`config.mk`:
```
export PLATFORM = sky130hd
export DESIGN_NAME = i2s_capture_sequencer_flat
export DESIGN_NICKNAME = d
export VERILOG_FILES = /design/src/rtl/i2s_capture_sequencer_if.sv /design/src/rtl/i2s_capture_sequencer.sv /design/src/flat_wrapper.sv
export SDC_FILE = /design/constraint.sdc
export NUM_CORES = 1
export LEC_CHECK = 0
export ABC_AREA = 1
export CAP_MARGIN = 20
export CORE_MARGIN = 2
export CORE_UTILIZATION = 40
export CTS_BUF_LIST = sky130_fd_sc_hd__clkbuf_8
export DETAILED_ROUTE_END_ITERATION = 12
export DONT_BUFFER_PORTS = 1
export GPL_TIMING_DRIVEN = 1
export PLACE_DENSITY = 0.59
export SLEW_MARGIN = 20
export SYNTH_ARGS = -nofsm -noshare
export SYNTH_HDL_FRONTEND = slang
export SYNTH_SLANG_ARGS = --single-unit
```
`constraint.sdc`:
```
create_clock -name clk -period 2.5 [get_ports clk]
set_input_delay 0.5 -clock clk [delete_from_list [all_inputs] [get_ports clk]]
set_output_delay 0.5 -clock clk [all_outputs]
set_load 0.03 [all_outputs]
```
`src/rtl/i2s_capture_sequencer_if.sv`:
```
// ---------------------------------------------------------------------------
// i2s_capture_sequencer_if
//
// Bundles the I2S capture-path signals shared between the capture sequencer
// and its surroundings (codec serial data, run control, PCM outputs and the
// ring-buffer index taps).
//
// Signals:
//   enable            run control into the sequencer (low freezes capture)
//   sd_in             I2S serial data from the codec
//   sck_out           I2S bit clock generated by the sequencer
//   ws_out            word select, 0 = left slot, 1 = right slot
//   data_left_output  last completed left PCM word
//   data_right_output last completed right PCM word
//   sample_valid      one-cycle strobe when a new stereo pair is presented
//   wr_index          ring slot for the presented pair
//   rd_index          strided read tap for the downstream buffers
//
// Modports:
//   master  the capture sequencer itself (drives clocks, data and indices)
//   slave   the environment (codec / consumer side)
// ---------------------------------------------------------------------------
interface i2s_capture_sequencer_if #(
    parameter int NUMBER_OF_BITS      = 8,
    parameter int SAMPLES_BUFFER_SIZE = 10
);
    localparam int IDX_W = $clog2(SAMPLES_BUFFER_SIZE) + 1;

    logic                      enable;
    logic                      sd_in;
    logic                      sck_out;
    logic                      ws_out;
    logic [NUMBER_OF_BITS-1:0] data_left_output;
    logic [NUMBER_OF_BITS-1:0] data_right_output;
    logic                      sample_valid;
    logic [IDX_W-1:0]          wr_index;
    logic [IDX_W-1:0]          rd_index;

    modport master (
        input  enable,
        input  sd_in,
        output sck_out,
        output ws_out,
        output data_left_output,
        output data_right_output,
        output sample_valid,
        output wr_index,
        output rd_index
    );

    modport slave (
        output enable,
        output sd_in,
        input  sck_out,
        input  ws_out,
        input  data_left_output,
        input  data_right_output,
        input  sample_valid,
        input  wr_index,
        input  rd_index
    );

endinterface

```
`src/rtl/i2s_capture_sequencer.sv`:
```
// ---------------------------------------------------------------------------
// i2s_capture_sequencer
//
// I2S master-side capture controller. Divides the system clock down to the
// I2S bit clock, generates word select, deserializes the codec's serial data
// into left/right PCM words, presents each completed stereo pair with a
// single-cycle strobe and steps the downstream ring-buffer write slot and
// strided read tap once per presented pair.
//
// Ports:
//   clk    system clock, everything runs on its rising edge
//   reset  synchronous, active-high reset
//   bus    i2s_capture_sequencer_if.master
//            enable, sd_in                        inputs
//            sck_out, ws_out                      registered I2S clocks
//            data_left_output, data_right_output  last completed words
//            sample_valid                         one-cycle pair strobe
//            wr_index, rd_index                   ring-buffer indices
// ---------------------------------------------------------------------------
module i2s_capture_sequencer #(
    parameter int NUMBER_OF_BITS      = 8,
    parameter int CLK_DIV             = 4,
    parameter int SAMPLES_BUFFER_SIZE = 10,
    parameter int READ_STEP           = 3
) (
    input  logic                    clk,
    input  logic                    reset,
    i2s_capture_sequencer_if.master bus
);

    localparam int IDX_W = $clog2(SAMPLES_BUFFER_SIZE) + 1;
    localparam int DIV_W = $clog2(CLK_DIV);
    localparam int BIT_W = $clog2(2 * NUMBER_OF_BITS);

    localparam logic [DIV_W-1:0] DIV_LAST  = DIV_W'(CLK_DIV - 1);
    localparam logic [BIT_W-1:0] BIT_LAST  = BIT_W'(2 * NUMBER_OF_BITS - 1);
    localparam logic [BIT_W-1:0] BIT_HALF  = BIT_W'(NUMBER_OF_BITS);
    localparam logic [IDX_W-1:0] IDX_LAST  = IDX_W'(SAMPLES_BUFFER_SIZE - 1);
    localparam logic [IDX_W-1:0] RD_STEP   = IDX_W'(READ_STEP);
    // Once the read tap reaches this value, adding the step would wrap.
    localparam logic [IDX_W-1:0] RD_THRESH = IDX_W'(SAMPLES_BUFFER_SIZE - READ_STEP);

    logic [DIV_W-1:0]          divCnt_q,     divCnt_d;
    logic                      sck_q,        sck_d;
    logic                      ws_q,         ws_d;
    logic [BIT_W-1:0]          bitCnt_q,     bitCnt_d;
    logic [NUMBER_OF_BITS-1:0] shiftLeft_q,  shiftLeft_d;
    logic [NUMBER_OF_BITS-1:0] shiftRight_q, shiftRight_d;
    logic                      primed_q,     primed_d;
    logic [NUMBER_OF_BITS-1:0] dataLeft_q,   dataLeft_d;
    logic [NUMBER_OF_BITS-1:0] dataRight_q,  dataRight_d;
    logic                      valid_q,      valid_d;
    logic [IDX_W-1:0]          wrIdx_q,      wrIdx_d;
    logic [IDX_W-1:0]          rdIdx_q,      rdIdx_d;

    logic divTick;
    logic riseEvent;
    logic fallEvent;
    logic inLeftSlot;

    // The divider wraps once per sck half-period; whether that wrap is a rise
    // or a fall depends on the current sck level. inLeftSlot applies the I2S
    // one-bit delay: the bit sampled at count c belongs to the slot that WS
    // announced one bit earlier, so counts 1..N feed the left word and the
    // rest (including 0, the right LSB) feed the right word.
    always_comb begin
        divTick    = (divCnt_q == DIV_LAST);
        riseEvent  = bus.enable && divTick && !sck_q;
        fallEvent  = bus.enable && divTick &&  sck_q;
        inLeftSlot = (bitCnt_q != '0) && (bitCnt_q <= BIT_HALF);
    end

    // Next-state logic for the clock generator, deserializer and indices.
    // Dropping enable clears everything that belongs to the running frame so
    // that re-enabling starts a fresh frame exactly like after reset, while
    // the presented data and the ring indices keep their values. The index
    // update follows the strobe regardless of enable, since the pair it
    // belongs to has already been handed downstream.
    always_comb begin
        divCnt_d     = divCnt_q;
        sck_d        = sck_q;
        ws_d         = ws_q;
        bitCnt_d     = bitCnt_q;
        shiftLeft_d  = shiftLeft_q;
        shiftRight_d = shiftRight_q;
        primed_d     = primed_q;
        dataLeft_d   = dataLeft_q;
        dataRight_d  = dataRight_q;
        valid_d      = 1'b0;
        wrIdx_d      = wrIdx_q;
        rdIdx_d      = rdIdx_q;

        if (!bus.enable) begin
            divCnt_d     = '0;
            sck_d        = 1'b0;
            ws_d         = 1'b0;
            bitCnt_d     = '0;
            shiftLeft_d  = '0;
            shiftRight_d = '0;
            primed_d     = 1'b0;
        end else begin
            if (divTick) begin
                divCnt_d = '0;
                sck_d    = ~sck_q;
            end else begin
                divCnt_d = divCnt_q + DIV_W'(1);
            end

            // WS is derived from the already-advanced bit count so that it
            // only ever changes together with an sck falling edge.
            if (fallEvent) begin
                bitCnt_d = (bitCnt_q == BIT_LAST) ? '0 : bitCnt_q + BIT_W'(1);
                ws_d     = (bitCnt_d >= BIT_HALF);
            end

            if (riseEvent) begin
                if (inLeftSlot) begin
                    shiftLeft_d = {shiftLeft_q[NUMBER_OF_BITS-2:0], bus.sd_in};
                end else begin
                    shiftRight_d = {shiftRight_q[NUMBER_OF_BITS-2:0], bus.sd_in};
                end

                // A complete left word must exist before a right word can be
                // paired with it; the first right slot after start-up is only
                // a partial word and is dropped.
                if (bitCnt_q == BIT_HALF) begin
                    primed_d = 1'b1;
                end

                if ((bitCnt_q == '0) && primed_q) begin
                    dataLeft_d  = shiftLeft_q;
                    dataRight_d = {shiftRight_q[NUMBER_OF_BITS-2:0], bus.sd_in};
                    valid_d     = 1'b1;
                end
            end
        end

        // Both wraps are formed by comparison before the add so the sum never
        // leaves the index range.
        if (valid_q) begin
            wrIdx_d = (wrIdx_q == IDX_LAST) ? '0 : wrIdx_q + IDX_W'(1);
            rdIdx_d = (rdIdx_q >= RD_THRESH) ? rdIdx_q - RD_THRESH : rdIdx_q + RD_STEP;
        end
    end

    // State register; reset wins over enable and any in-flight event.
    always_ff @(posedge clk) begin
        if (reset) begin
            divCnt_q     <= '0;
            sck_q        <= 1'b0;
            ws_q         <= 1'b0;
            bitCnt_q     <= '0;
            shiftLeft_q  <= '0;
            shiftRight_q <= '0;
            primed_q     <= 1'b0;
            dataLeft_q   <= '0;
            dataRight_q  <= '0;
            valid_q      <= 1'b0;
            wrIdx_q      <= '0;
            rdIdx_q      <= '0;
        end else begin
            divCnt_q     <= divCnt_d;
            sck_q        <= sck_d;
            ws_q         <= ws_d;
            bitCnt_q     <= bitCnt_d;
            shiftLeft_q  <= shiftLeft_d;
            shiftRight_q <= shiftRight_d;
            primed_q     <= primed_d;
            dataLeft_q   <= dataLeft_d;
            dataRight_q  <= dataRight_d;
            valid_q      <= valid_d;
            wrIdx_q      <= wrIdx_d;
            rdIdx_q      <= rdIdx_d;
        end
    end

    assign bus.sck_out           = sck_q;
    assign bus.ws_out            = ws_q;
    assign bus.data_left_output  = dataLeft_q;
    assign bus.data_right_output = dataRight_q;
    assign bus.sample_valid      = valid_q;
    assign bus.wr_index          = wrIdx_q;
    assign bus.rd_index          = rdIdx_q;

endmodule

```
`src/flat_wrapper.sv`:
```
// flat-port wrapper written by rule: the top's interface ports become plain ports
module i2s_capture_sequencer_flat 
#(
    parameter int NUMBER_OF_BITS      = 8,
    parameter int CLK_DIV             = 4,
    parameter int SAMPLES_BUFFER_SIZE = 10,
    parameter int READ_STEP           = 3
)
  (clk, reset, bus_enable, bus_sd_in, bus_sck_out, bus_ws_out, bus_data_left_output, bus_data_right_output, bus_sample_valid, bus_wr_index, bus_rd_index);
  i2s_capture_sequencer_if #(.NUMBER_OF_BITS(NUMBER_OF_BITS), .SAMPLES_BUFFER_SIZE(SAMPLES_BUFFER_SIZE)) bus_i ();
  input  logic clk;
  input  logic reset;
  input wire logic [$bits(bus_i.enable)-1:0] bus_enable;
  input wire logic [$bits(bus_i.sd_in)-1:0] bus_sd_in;
  output wire logic [$bits(bus_i.sck_out)-1:0] bus_sck_out;
  output wire logic [$bits(bus_i.ws_out)-1:0] bus_ws_out;
  output wire logic [$bits(bus_i.data_left_output)-1:0] bus_data_left_output;
  output wire logic [$bits(bus_i.data_right_output)-1:0] bus_data_right_output;
  output wire logic [$bits(bus_i.sample_valid)-1:0] bus_sample_valid;
  output wire logic [$bits(bus_i.wr_index)-1:0] bus_wr_index;
  output wire logic [$bits(bus_i.rd_index)-1:0] bus_rd_index;
  assign bus_i.enable = bus_enable;
  assign bus_i.sd_in = bus_sd_in;
  assign bus_sck_out = bus_i.sck_out;
  assign bus_ws_out = bus_i.ws_out;
  assign bus_data_left_output = bus_i.data_left_output;
  assign bus_data_right_output = bus_i.data_right_output;
  assign bus_sample_valid = bus_i.sample_valid;
  assign bus_wr_index = bus_i.wr_index;
  assign bus_rd_index = bus_i.rd_index;
  i2s_capture_sequencer #(.NUMBER_OF_BITS(NUMBER_OF_BITS), .CLK_DIV(CLK_DIV), .SAMPLES_BUFFER_SIZE(SAMPLES_BUFFER_SIZE), .READ_STEP(READ_STEP)) u_core (.clk(clk), .reset(reset), .bus(bus_i));
endmodule
```
== Word level (Yosys, flattened, before mapping) ==
Index checks and enable logic that the tools add are counted.
Word-level totals
  logic and storage cells: 47
  input bits: 4
  flip-flop bits (word level): 51
  output and inout bits: 29
Cells by class
  muxes and demuxes: 4
  reductions and logical operators: 15
  bitwise gates (word level): 4
  equal/unequal tests: 4
  add/subtract/negate cells: 5
  $lt $le $gt $ge: 3
Operators by type and width (number)
  two-way mux 5 bit: 2
  equality test 4 bit, second input constant: 2
  AND reduction 2 bit: 3
  OR reduction 3 bit: 2
  adder 5 x 1 -> 5 bit, second input constant: 1
  adder 5 x 2 -> 5 bit, second input constant: 1
  equality test 5 x 4 -> 1 bit, second input constant: 1
  greater-or-equal comparator 5 x 3 -> 1 bit, second input constant: 1
  logical AND 1 bit: 5
  subtractor 5 x 3 -> 5 bit, second input constant: 1
  adder 4 x 1 -> 4 bit, second input constant: 1
  greater-or-equal comparator 4 bit, second input constant: 1
  <= comparator 4 bit, second input constant: 1
  zero test 4 bit: 1
  two-way mux 4 bit: 1
  NOT 1 bit: 4
  nonzero test 4 bit: 1
  AND reduction 3 bit: 1
  adder 2 x 1 -> 2 bit, second input constant: 1
  equality test 2 bit, second input constant: 1
  OR reduction 2 bit: 1
  zero test 1 bit: 1
  two-way mux 1 bit: 1

== Depth between registers and ports, before layout ==
Gate-level depths: netlist of the first run.
  word-level depth: 5
  depth in mapped cells: 9

== Worst setup path after synthesis of the first run ==
No wires, ideal clock.
  path kind: reg2reg
  from: register u_core.rdIdx_q[1] (netlist: u_core.bus.rd_index[1])
  to: register u_core.rdIdx_q[3] (netlist: u_core.bus.rd_index[3])
  path slack: 1.069 ns
  path buffers: 0
  required time: 2.387 ns
  setup time: 0.113 ns
  arrival: 1.318 ns
  cell stages (with the launch flop): 9
  cell sequence: dfxtp_1 ha_1 nand2_1 nand3_1 inv_1 a21oi_1 nand2_1 nand2_1 nor2_1
On the way
  word-level cells in the longest chain between the ends: 2
RTL lines
  start, declared: line i2s_capture_sequencer.sv:54  | logic [IDX_W-1:0] rdIdx_q, rdIdx_d;
  start signal, assigned: line i2s_capture_sequencer.sv:173  | rdIdx_q <= rdIdx_d;
  adder 5 x 2 -> 5 bit, or another cell as far along: line i2s_capture_sequencer.sv:142  | rdIdx_d = (rdIdx_q >= RD_THRESH) ? rdIdx_q - RD_THRESH : rdIdx_q + RD_STEP;
  two-way mux 5 bit (*): line i2s_capture_sequencer.sv:142
Mark *: on every way between the ends. The rest lies on a longest branch, timed or not.
A chain may end at the register's enable or synchronous reset.

== Final worst setup path of the first run ==
Same ends and word-level chain as after synthesis.

==> results of run 1 <==
==> worst register-to-register path: stages, from the launching register on <==
cell and delay [ns]:
dfxtp_1 0.58, ha_1 0.26, nand2_1 0.09, nand3_1 0.17, inv_1 0.05, a21oi_1 0.18, nand2_1 0.08, nand2_1 0.07
nor2_1 0.05
==> worst max path at each step <==
stage                           start                     end  slack, ns  cells past startpoint
6_report       u_core.bus.rd_index[1]  u_core.bus.rd_index[3]       0.88                      8
5_1_grt        u_core.bus.rd_index[1]  u_core.bus.rd_index[3]       0.65                      8
4_1_cts        u_core.bus.rd_index[1]  u_core.bus.rd_index[3]       0.88                      8
3_5_place_dp   u_core.bus.rd_index[1]  u_core.bus.rd_index[3]       0.90                      8
3_3_place_gp   u_core.bus.rd_index[1]  u_core.bus.rd_index[3]       0.92                      8
2_1_floorplan  u_core.bus.rd_index[1]  u_core.bus.rd_index[3]       1.07                      8
==> registers in the layout, summed over array words and instances, names as in the netlist <==
name and cells:
u_core.bus.data_left_output 8, u_core.bus.data_right_output 8, u_core.shiftLeft_q 8, u_core.shiftRight_q 7, u_core.bus.rd_index 5, u_core.bus.wr_index 5
u_core.bitCnt_q 4, u_core.divCnt_q 2, u_core.bus.sample_valid 1, u_core.bus.sck_out 1, u_core.primed_q 1
==> power by group through the flow <==
stage	sequential (W)	clock (W)	combinational [W]
floorplan	0.000817	0	0.0000246
global placement	0.000817	0	0.0000290
detailed placement	0.000817	0	0.0000294
CTS	0.000799	0.000497	0.0000295
global route	0.000799	0.000527	0.0000338
finish	0.000799	0.000473	0.0000291
==> logic make-up after synthesis <==
family / synth area share (%)
and+or+nand+nor: 22.58
adders and majority gates: 4.115
buffers and inverters: 7.113
xor gates and xnor gates: 0.8232
DFF: 47.03
AOI/OAI and AO/OA: 18.34
==> cells in the final DEF (no fill, tap or decap), types with 5 or more instances in the layout <==
cell type and n:
inv_1 24, o21ai_1 5, nor2_1 55, a21oi_1 32, nand2_1 32, clkbuf_8 6
nand3_1 7, ha_1 7, dfxtp_1 50, o21ai_2 5, o21ai_0 28
==> routing by layer <==
| layer | global-route usage, % | wire (µm) | up-vias |
|---|---|---|---|
| met5 | 0 | 0 | - |
| met4 | 4.909 | 55 | 0 |
| met3 | 6.588 | 328 | 6 |
| met2 | 22.63 | 1853 | 28 |
| met1 | 19.57 | 1968 | 760 |
| li1 | - | - | 911 |
==> layout make-up <==
| type | count | area, µm² | share of cell area [%] |
|---|---|---|---|
| Tap cell | 70 | 87.58 | 3.848 |
| Clock buffer | 6 | 82.58 | 3.628 |
| Clock inverter | 2 | 8.758 | 0.3848 |
| Sequential cell | 50 | 1001 | 43.98 |
| Multi-Input combinational cell | 190 | 975.9 | 42.88 |
| Inverter | 28 | 105.1 | 4.618 |
| Timing Repair Buffer | 2 | 15.01 | 0.6597 |
==> stage by stage <==
step	area [µm²]	setup WS, ns
after floorplan	2128	1.069
after global placement	2185	0.9243
after detailed placement	2185	0.8973
after CTS	2276	0.8763
after global routing	2276	0.6498
final	2276	0.8815
==> key figures, run 1 <==
Status
  – Outcome: complete, no violations

Logic synthesis
  – Post-synth top area cell: dfxtp_1
  – Synthesis Warnings: 0
  – Post-Syn Instances: 276
  – Top_reg_cell synth: dfxtp_1
  – Async set-reset flop share out of synthesis: 0%
  – Post-synth EDFFs: 0
  – Top cell type's share of synthesized area: 47.03%
  – Mapped Area: 2128 µm²
  – Synth cell count leaders: nor2_1 (55), dfxtp_1 (50), a21oi_1 (32), nand2_1 (32), o21ai_0 (28)
  – Post-synthesis sequential area ratio: 47.03%
  – Post-Syn Nets: 287
  – Top cells by area, synth: dfxtp_1 (47%), nor2_1 (9.7%), a21oi_1 (7.5%)
  – Count leader, synth: nor2_1
  – Mean area per synthesized cell: 7.711 µm²
  – Yosys reg bits: 50
  – Post-synth cell types: 32

Die
  – Die height: 76.95 µm
  – IO Pins: 33
  – Initial core utilization: 41.67%
  – Die ar.: 5921 µm²
  – Rows: 26
  – CORE AREA: 5107 µm²
  – Die W: 76.95 µm

Global routing
  – Number of global-route vias before repair: 1552
  – Total congestion overflow: 0
  – Largest net degree at the start of global routing: 22
  – Initial antenna violation count: 0
  – Tot GR Track Use: 15.14%
  – First-pass GRT wire length: 7.327 mm

Setup path
  – RR Endpoint: u_core.bus.rd_index[3]
  – Critical Path Sink Type: register
  – Max Fanout on Critical Path: 5
  – Worst EP arrival: 1.82 ns
  – CP Class: reg2reg
  – Cells on worst reg2reg path: 8
  – Top delay family on crit path: flip-flops
  – CP max stage cell: dfxtp_1
  – Crit path cell chain: ha_1 > nand2_1 > nand3_1 > inv_1 > a21oi_1 > nand2_1 > nand2_1 > nor2_1
  – Most used cell, CP: nand2_1
  – Slowest cell delay on critical path: 0.58 ns
  – CP required: 2.70 ns
  – Buf+Inv Stages, Crit Path: 1
  – Crit start category: register
  – Worst R2R Start: u_core.bus.rd_index[1]
  – Worst reg2reg setup slack: 0.88 ns

Power and ir drop
  – Sw power: 0.0002735 W
  – Sw frac: 21.04%
  – Clock power share: 36.3%
  – Int Pwr: 0.001027 W
  – Worst vdd ir: 0.2671 mV
  – PwrDens: 571.3 nW/µm²
  – Pleak: 0.9034 nW
  – Overall power: 0.001300 W
  – Combinational share of power: 2.2%
  – Flop pwr share: 61.4%

Run
  – # Max-Cap Violations: 0

Worst hold path
  – Hold depth: 1
  – Worst hold path class: in2reg
  – Hold Startpoint: reset
  – Hold Path Sink: u_core.bus.rd_index[4]

Timing
  – Fmax: 617.8 MHz
  – RSZ-0062 raised after global routing: no
  – Worst Tran Pin Value: 0.6724 ns
  – Fin crit period: 1.619 ns
  – Setup TNS: 0 ns
  – Worst Skew: 0.005183 ns
  – Max_slew headroom: 55.12%
  – Worst hold margin: 0.2594 ns
  – Period utilisation layout: 64.74%
  – Final setup viols: 0
  – Final Hold Fails: 0
  – Max-slew violations: 0

Clock network
  – CTS tree: done
  – Worst-skew pair later-pin latency: 0.29 ns
  – Max Root-Sink Buffers: 2
  – Post-CTS Hold Buffers: 0
  – # Post-CTS Setup Buffers: 0
  – Clock Sinks: 50
  – Clock buffers created by TritonCTS: 5
  – Cts repair resizes: 0
  – Root Buffer: clkbuf_8
  – H-Tree Depth: 2
  – Clock slew at reported path FFs: 0.09 ns

Placement
  – Hpwl dp: 3.015 mm
  – Placed Cells: 340
  – GPL Wtd Cong: 0.7838
  – Number of port buffers: 0

Final layout
  – Fill cells: 520
  – Ratio of cells with drive above 1 in the final layout: 8.273%
  – Fin cells: 348
  – Ant. Diodes: 0
  – Area grow syn2layout: 6.937%
  – Fin nets: 288
  – Final core occ: 44.56%

Drt
  – Number of vias per cell: 4.899
  – Via count: 1705
  – Total iterations of the first detailed-routing run: 5
  – DRT antenna net count: 0
  – Initial DRC count: 69
  – DRC: 0
  – Wire length per cell: 12.08 µm
  – Final Routed Wirelength: 4.205 mm
Note: power is estimated with default switching activity, not from simulation.
==> inputs of run 2 (changes only) <==
--- a/config.mk
+++ b/config.mk
@@ -13,7 +13,7 @@
 export DETAILED_ROUTE_END_ITERATION = 12
 export DONT_BUFFER_PORTS = 1
 export GPL_TIMING_DRIVEN = 1
-export PLACE_DENSITY = 0.59
+export PLACE_DENSITY = 0.61
 export SLEW_MARGIN = 20
 export SYNTH_ARGS = -nofsm -noshare
 export SYNTH_HDL_FRONTEND = slang
==> constraint.sdc (replaced) <==
create_clock -name clk -period 1.4 [get_ports clk]
set_input_delay 0.28 -clock clk [delete_from_list [all_inputs] [get_ports clk]]
set_output_delay 0.28 -clock clk [all_outputs]
set_load 0.03 [all_outputs]
==> run 2 against run 1 <==
  * Clock power increased by 120%
  * Non-clock buffer count is 20 higher
  * First-iteration DRC count decreased by 1.4%
  * Utilization is 5.4 points higher
  * Sequential power grew 79%
  * Final cell count up 6.0%
  * Die area unchanged
  * Flip-flop and latch count stayed put
  * Critical path depth is 7 lower
  * Worst setup slack worse by 0.84 ns
  * Sequential share of layout area is 4.6 points lower
  * Count of clock-buffer cells in the layout fell by 1
  * Critical path type is now reg2out
==> key figures, run 2 (synthesis gave the netlist of run 1 again) <==
Status
  – Outcome: complete, no violations

Drt
  – DRC: 0
  – DRT antenna net count: 0
  – Initial DRC count: 68
  – Total iterations of the first detailed-routing run: 4
  – Final Routed Wirelength: 4.245 mm
  – Wire length per cell: 11.50 µm
  – Number of vias per cell: 4.780
  – Via count: 1764

Die
  – Die ar.: 5921 µm²
  – Die height: 76.95 µm
  – CORE AREA: 5107 µm²
  – Die W: 76.95 µm
  – IO Pins: 33
  – Initial core utilization: 41.67%
  – Rows: 26

Global routing
  – Largest net degree at the start of global routing: 18
  – Number of global-route vias before repair: 1652
  – Initial antenna violation count: 0
  – Tot GR Track Use: 15.29%
  – First-pass GRT wire length: 7.410 mm
  – Total congestion overflow: 0

Setup path
  – CP Class: reg2out
  – Critical Path Sink Type: output port
  – Cells on worst reg2reg path: 6
  – Worst path depth: 1
  – Max Fanout on Critical Path: 10
  – Worst R2R Start: u_core.divCnt_q[0]
  – Worst reg2reg setup slack: 0.08 ns
  – RR Endpoint: u_core.bus.data_left_output[0]
  – CP required: 1.12 ns
  – Worst EP arrival: 1.08 ns
  – Worst setup endpoint: bus_sample_valid
  – Top delay family on crit path: flip-flops
  – Crit start category: register
  – CP max stage cell: dfxtp_1
  – Worst Setup SP: u_core.bus.sample_valid
  – Buf+Inv Stages, Crit Path: 1
  – Slowest cell delay on critical path: 0.55 ns
  – Crit path cell chain: buf_4

Worst hold path
  – Worst hold path class: in2reg
  – Hold depth: 1

Timing
  – Setup TNS: 0 ns
  – Worst Tran Pin Value: 0.3649 ns
  – Max-slew violations: 0
  – Worst Skew: 0.005142 ns
  – Fin crit period: 1.357 ns
  – Final Hold Fails: 0
  – Period utilisation layout: 96.96%
  – Fmax: 736.7 MHz
  – Max_slew headroom: 75.64%
  – Final setup viols: 0

Power and ir drop
  – Pleak: 1.040 nW
  – Int Pwr: 0.001991 W
  – Sw power: 0.0005325 W
  – Clock power share: 41.3%
  – Flop pwr share: 56.5%
  – PwrDens: 988.6 nW/µm²
  – Worst vdd ir: 0.5732 mV
  – Sw frac: 21.10%
  – Combinational share of power: 2.2%

Placement
  – Placed Cells: 359
  – Number of port buffers: 0
  – Hpwl dp: 2.926 mm
  – GPL Wtd Cong: 0.8241

Final layout
  – Fin cells: 369
  – Ant. Diodes: 0
  – Ratio of cells with drive above 1 in the final layout: 21.07%
  – Most common cell after layout, fill and taps aside: nor2_1
  – Fin nets: 309
  – Final core occ: 49.98%
  – Area grow syn2layout: 19.93%
  – Most frequent cells in the layout: nor2_1 (52), dfxtp_1 (46), a21oi_1 (31), nand2_1 (28), inv_1 (22)

Clock network
  – Post-CTS Hold Buffers: 0
  – Root Buffer: clkbuf_8
  – Max Root-Sink Buffers: 2
  – Worst-skew pair later-pin latency: 0.30 ns
  – Clock slew at reported path FFs: 0.09 ns
  – CTS tree: done
  – H-Tree Depth: 2
  – Clock Sinks: 50
  – Clock buffers created by TritonCTS: 5

Run
  – # Max-Cap Violations: 0
## run 2: timing repair
item,CTS,global route
endpoints found under the setup margin,7,36
gates cloned,1,0
gates resized for setup,3,30
buffers inserted,0,1
pin swaps,1,5
## run 2: area by class of cell
cell class,count,area [µm²]
fillers,530,2555
multi-input cells,191,1055
flip-flops and latches,50,1006
repair buffers,22,177.7
inverters,28,110.1
well taps,70,87.58
clock buffers,5,68.82
clock inverters,3,47.55
## run 2: routing by layer
metal,track usage (%),part of all wire (%)
met5,0,0
met4,5.455,0.68
met3,3.529,5.0
met2,24.91,46
met1,19.82,49
## run 2: power by group through the flow
| stage | combinational [W] | clock, W | sequential (W) |
|---|---|---|---|
| CTS | 0.0000548 | 0.00108 | 0.00143 |
| global placement | 0.0000531 | 0 | 0.00146 |
| finish | 0.0000559 | 0.00104 | 0.00143 |
| floorplan | 0.0000439 | 0 | 0.00146 |
| detailed placement | 0.0000545 | 0 | 0.00146 |
| global route | 0.0000658 | 0.00113 | 0.00143 |
## run 2: worst min-delay path by stage
stage	start	end	slack (ns)
2_1_floorplan	u_core.divCnt_q[0]	u_core.divCnt_q[0]	0.40
3_3_place_gp	reset	u_core.bus.rd_index[4]	0.35
3_5_place_dp	reset	u_core.bus.rd_index[4]	0.35
4_1_cts	reset	u_core.bus.rd_index[4]	0.03
5_1_grt	reset	u_core.bus.rd_index[2]	0.03
6_report	reset	u_core.bus.rd_index[4]	0.04
## run 2: through the flow
| step | total power, W | hold slack (ns) | area, µm² | worst slack (ns) |
|---|---|---|---|---|
| after floorplan | 0.001503 | 0.4043 | 2131 | 0.06481 |
| after global placement | 0.001512 | 0.3521 | 2330 | 0.04837 |
| after detailed placement | 0.001514 | 0.3520 | 2330 | -0.01377 |
| after CTS | 0.002563 | 0.02921 | 2455 | 0.002803 |
| after global routing | 0.002621 | 0.02559 | 2552 | -0.02030 |
| final | 0.002523 | 0.03833 | 2552 | 0.04251 |
==> RTL change 1: new RTL, settings of run 1 <==
`NUMBER_OF_BITS` is set to 8 in 3 places; all go to 16.
--- a/src/rtl/i2s_capture_sequencer_if.sv
+++ b/src/rtl/i2s_capture_sequencer_if.sv
@@ -23,3 +23,3 @@
 interface i2s_capture_sequencer_if #(
-    parameter int NUMBER_OF_BITS      = 8,
+    parameter int NUMBER_OF_BITS      = 16,
     parameter int SAMPLES_BUFFER_SIZE = 10
--- a/src/rtl/i2s_capture_sequencer.sv
+++ b/src/rtl/i2s_capture_sequencer.sv
@@ -20,3 +20,3 @@
 module i2s_capture_sequencer #(
-    parameter int NUMBER_OF_BITS      = 8,
+    parameter int NUMBER_OF_BITS      = 16,
     parameter int CLK_DIV             = 4,
--- a/src/flat_wrapper.sv
+++ b/src/flat_wrapper.sv
@@ -3,3 +3,3 @@
 #(
-    parameter int NUMBER_OF_BITS      = 8,
+    parameter int NUMBER_OF_BITS      = 16,
     parameter int CLK_DIV             = 4,
Interface: changed (resized bus_data_left_output and bus_data_right_output); port bits go from 33 to 49. The function was not compared with the original's and may differ.
==> RTL change 1 against run 1 <==
  * Sequential cell count up 33
  * Synthesized area up 53%
  * Clock skew up 0.0063 ns
  * Worst setup slack worse by 0.36 ns
  * Power up 82%
  * Routed wire length up 55%
  * Design area up 54%
  * Largest power group unchanged
  * Highest routed layer unchanged
==> RTL change 1: results (changes against run 1) <==
total track usage=15.7% (+0.51 points); status=finished, final reports clean; met1 GRT Util=20.3% (+0.69 points); met3 Track Usage GR=4.98% (-1.6 points); M2 GR Usage=24.0% (+1.4 points); Synth Area in Adders=3.47% (-0.65 points); Arr. time, crit path=2.22 ns (+0.40 ns); vias in the first global route=2340 (+51%); via count=2525 (+48%); largest stage delay on the critical path=0.37 ns (-0.21 ns); fraction of layout cells with a size suffix above 1=6.90% (-1.4 points); Post-synth top cells=nor2_1, dfxtp_1, o21ai_0; Cell variety after synth=24 (-25%); pre-CTS setup slack=0.535 ns (-0.362 ns); post-DP HPWL=4.17 mm (+38%); Worst VDD drop=273 uV (+2.2%); reg2reg start=u_core.bitCnt_q[0]$_SDFFE_PP0P_; CP delay by family, top=simple AND/OR/NAND/NOR gates; largest net degree at the start of global routing=36 (+64%); slew at the pin closest to its max-slew limit=0.534 ns (-0.138 ns); Final Skew=0.0115 ns (+0.00627 ns); Synth Area in XOR/XNOR=1.35% (+0.53 points); Reg2Reg Depth=10 (+2); DRT iter0 DRCs=74 (+7.2%); synthesized net count=429 (+49%); Critical Path Fanout Max=18 (+13); first-pass GRT wire length=10.9 mm (+49%); Lkg Pwr=0.00157 uW (+74%); H-tree depth=3 (+1); Cell Area, Placed=0.00330 sq mm (+51%); DRT Pass-1 Iters=4 (-1); Synth area leaders=dfxtp_1, nor2_1, o21ai_0, nand2_1, ha_1; GP Congestion=0.793 (+1.1%); Synth Area in Compound Gates=13.3% (-5.0 points); post-synthesis sequential area ratio=51.2% (+4.1 points)
[RTL change 1: cell count changes after synthesis, sizes merged, moves of 4 or more]
cell / delta
dfxtp: +33
buf: +8
a21oi: -11
nor2: +73
nand3: +4
o21ai: +26
[RTL change 1: where the power goes]
| part | internal, uW | switching, uW |
|---|---|---|
| sequential | 1320 | 1.36 |
| combinational | 7.18 | 22.2 |
| clock | 552 | 467 |
[RTL change 1: cell families after synthesis]
family | count (synthesis)
AND/OR/NAND/NOR | 187
AO/OA/AOI/OAI | 86
flip-flops | 83
buffers and inverters | 46
adder cells (fa/ha/maj) | 9
XOR/XNOR | 5
[RTL change 1: worst paths after layout]
| path | to | slack [ns] |
|---|---|---|
| max | u_core.shiftLeft_q[4]$_SDFFE_PP0P_ | 0.52 |
| min | u_core.bus.sample_valid$_SDFF_PP0_ | 0.21 |
| max reg2reg | u_core.shiftLeft_q[4]$_SDFFE_PP0P_ | 0.52 |
| min reg2reg | u_core.divCnt_q[0]$_SDFF_PP0_ | 0.44 |
[RTL change 1: per-layer routing]
layer	wire, microns	up-vias
met5	0	-
met4	85	0
met3	378	5
met2	2830	47
met1	3230	1141
li1	-	1332
[RTL change 1: area by class of cell]
cell class              count  area [sq um]
inverters                  28           105
flip-flops and latches     83          1660
repair buffers              6          45.0
fillers                   793          4300
well taps                 102           128
clock buffers               9           124
clock inverters             7          86.3
multi-input cells         287          1360
[RTL change 1: through the flow]
stage | instances | hold slack [ns]
floorplan | 416 | 0.404
global placement | 506 | 0.418
detailed placement | 506 | 0.427
CTS | 522 | 0.190
global route | 522 | 0.184
finish | 522 | 0.214
==> RTL change 2: new RTL, settings of run 1 <==
Without the edit above. `shiftLeft_q`, `shiftRight_q`, `dataLeft_q` and `dataRight_q` no longer have a reset.
--- a/src/rtl/i2s_capture_sequencer.sv
+++ b/src/rtl/i2s_capture_sequencer.sv
@@ -152,7 +152,3 @@
             bitCnt_q     <= '0;
-            shiftLeft_q  <= '0;
-            shiftRight_q <= '0;
             primed_q     <= 1'b0;
-            dataLeft_q   <= '0;
-            dataRight_q  <= '0;
             valid_q      <= 1'b0;
@@ -165,7 +161,3 @@
             bitCnt_q     <= bitCnt_d;
-            shiftLeft_q  <= shiftLeft_d;
-            shiftRight_q <= shiftRight_d;
             primed_q     <= primed_d;
-            dataLeft_q   <= dataLeft_d;
-            dataRight_q  <= dataRight_d;
             valid_q      <= valid_d;
@@ -174,2 +166,9 @@
         end
+    end
+
+    always_ff @(posedge clk) begin
+        shiftLeft_q  <= shiftLeft_d;
+        shiftRight_q <= shiftRight_d;
+        dataLeft_q   <= dataLeft_d;
+        dataRight_q  <= dataRight_d;
     end
Function: no difference found for any inputs over 10 cycles, from zero or initial values and one cycle with reset high; that may be too few to reach the edited logic, so the function may still have changed.
==> RTL change 2 against run 1 <==
  * Sequential cell count unchanged
  * Maximum frequency up 1.2%
  * Synthesized area down 4.7%
  * First-iteration DRC count down 1.4%
  * Worst setup slack better by 0.020 ns
  * Via count down 22%
  * Routed wire length down 22%
  * Synthesized cell count down 23%
  * Clock skew down 0.00094 ns
  * Design area down 3.5%
Power is not compared: it rests on default switching activity, and its combinational part moved more than twofold at a synthesized area within 25%.
==> RTL change 2: results (changes against run 1) <==
met1 GRT Util=18.2% (-1.4 points); total track usage=13.0% (-2.2 points); Synth area leaders=dfxtp_1, edfxtp_1, nand2_1, nand3_1, ha_1; first-pass GRT wire length=5.51 mm (-25%); largest stage delay on the critical path=0.56 ns (-0.02 ns); M2 GR Usage=18.3% (-4.3 points); slew at the pin closest to its max-slew limit=0.558 ns (-0.115 ns); syn_area_per_cell=9.52 sq um (+23%); drt total wl=3.29 mm (-22%); Reg clk slew, reported paths=0.09 ns (about the same); largest net degree at the start of global routing=20 (-9.1%); via count=1330 (-22%); Finished Layout Cells=285 (-18%); status=finished, final reports clean; Cell variety after synth=26 (-19%); GP Congestion=0.843 (+7.5%); IO Port Bufs=0 (unchanged); synthesized net count=224 (-22%); Critical Path Fanout Max=16 (+11); fraction of layout cells with a size suffix above 1=11.5% (+3.2 points); Post-synth EDFFs=16 (+16); DRT iter0 DRCs=68 (-1.4%); DRT Pass-1 Iters=4 (-1); CTS resizes=0 (unchanged); Final Skew=0.00424 ns (-0.000943 ns); Post-synth top cells=nand2_1, dfxtp_1, nand3_1; fin nets=228 (-21%); met3 Track Usage GR=4.95% (-1.6 points); post-synthesis sequential area ratio=57.2% (+10 points); placed insts=277 (-19%); n_diodes=0 (unchanged); post-DP HPWL=2.33 mm (-23%); vias in the first global route=1153 (-26%)
RTL change 2: logic make-up after synthesis:
group	count (synthesis)	synth area share, %
AND/OR/NAND/NOR	94	20.7
flip-flops	50	57.2
AO/OA/AOI/OAI	29	8.88
buffers and inverters	28	5.74
adder cells (fa/ha/maj)	7	4.32
XOR/XNOR	5	3.09
RTL change 2: power groups by stage:
| stage | Sequential (uW) | Combinational, uW | Clock, uW |
|---|---|---|---|
| finish | 834 | 8.93 | 496 |
| global route | 834 | 10.9 | 547 |
| CTS | 834 | 9.02 | 513 |
| detailed placement | 853 | 9.00 | 0 |
| global placement | 853 | 8.98 | 0 |
| floorplan | 853 | 11.2 | 0 |
RTL change 2: stage by stage:
step | setup WS (ns) | area (sq um) | power (uW)
after floorplan | 0.560 | 2030 | 864
after global placement | 0.936 | 2100 | 862
after detailed placement | 0.908 | 2100 | 862
after CTS | 0.881 | 2200 | 1360
final | 0.901 | 2200 | 1340
after global routing | 0.733 | 2200 | 1390
RTL change 2: layout make-up:
cell class	instances	area, sq um
Sequential cell	50	1160
Clock buffer	6	82.6
Tap cell	67	83.8
Fill cell	496	2620
Inverter	23	86.3
Timing Repair Buffer	2	15.0
Clock inverter	2	16.3
Multi-Input combinational cell	135	751
RTL change 2: layer usage:
layer	wire length, microns	vias up	part of all wire (%)
met4	43	0	1.3
met1	1640	590	50
met5	0	-	0
met3	140	4	4.3
met2	1470	24	45
li1	-	712	-
RTL change 2: worst paths after layout:
path	from	end	slack [ns]	cells past startpoint
min	reset	u_core.bus.wr_index[4]$_SDFFE_PP0P_	0.26	1
min reg2reg	u_core.divCnt_q[0]$_SDFF_PP0_	u_core.divCnt_q[0]$_SDFF_PP0_	0.43	1
max reg2reg	u_core.bitCnt_q[3]$_SDFFE_PP0P_	u_core.shiftLeft_q[4]$_SDFFE_PN0P_	0.90	5
max	u_core.bitCnt_q[3]$_SDFFE_PP0P_	u_core.shiftLeft_q[4]$_SDFFE_PN0P_	0.90	5
RTL change 2: worst max-delay path, delay by kind of cell, from the launching register on:
kind	cells	cell delay, ns
AO/OA/AOI/OAI	1	0.07
XOR/XNOR	1	0.25
buffers and inverters	1	0.15
flip-flops	1	0.56
AND/OR/NAND/NOR	2	0.51
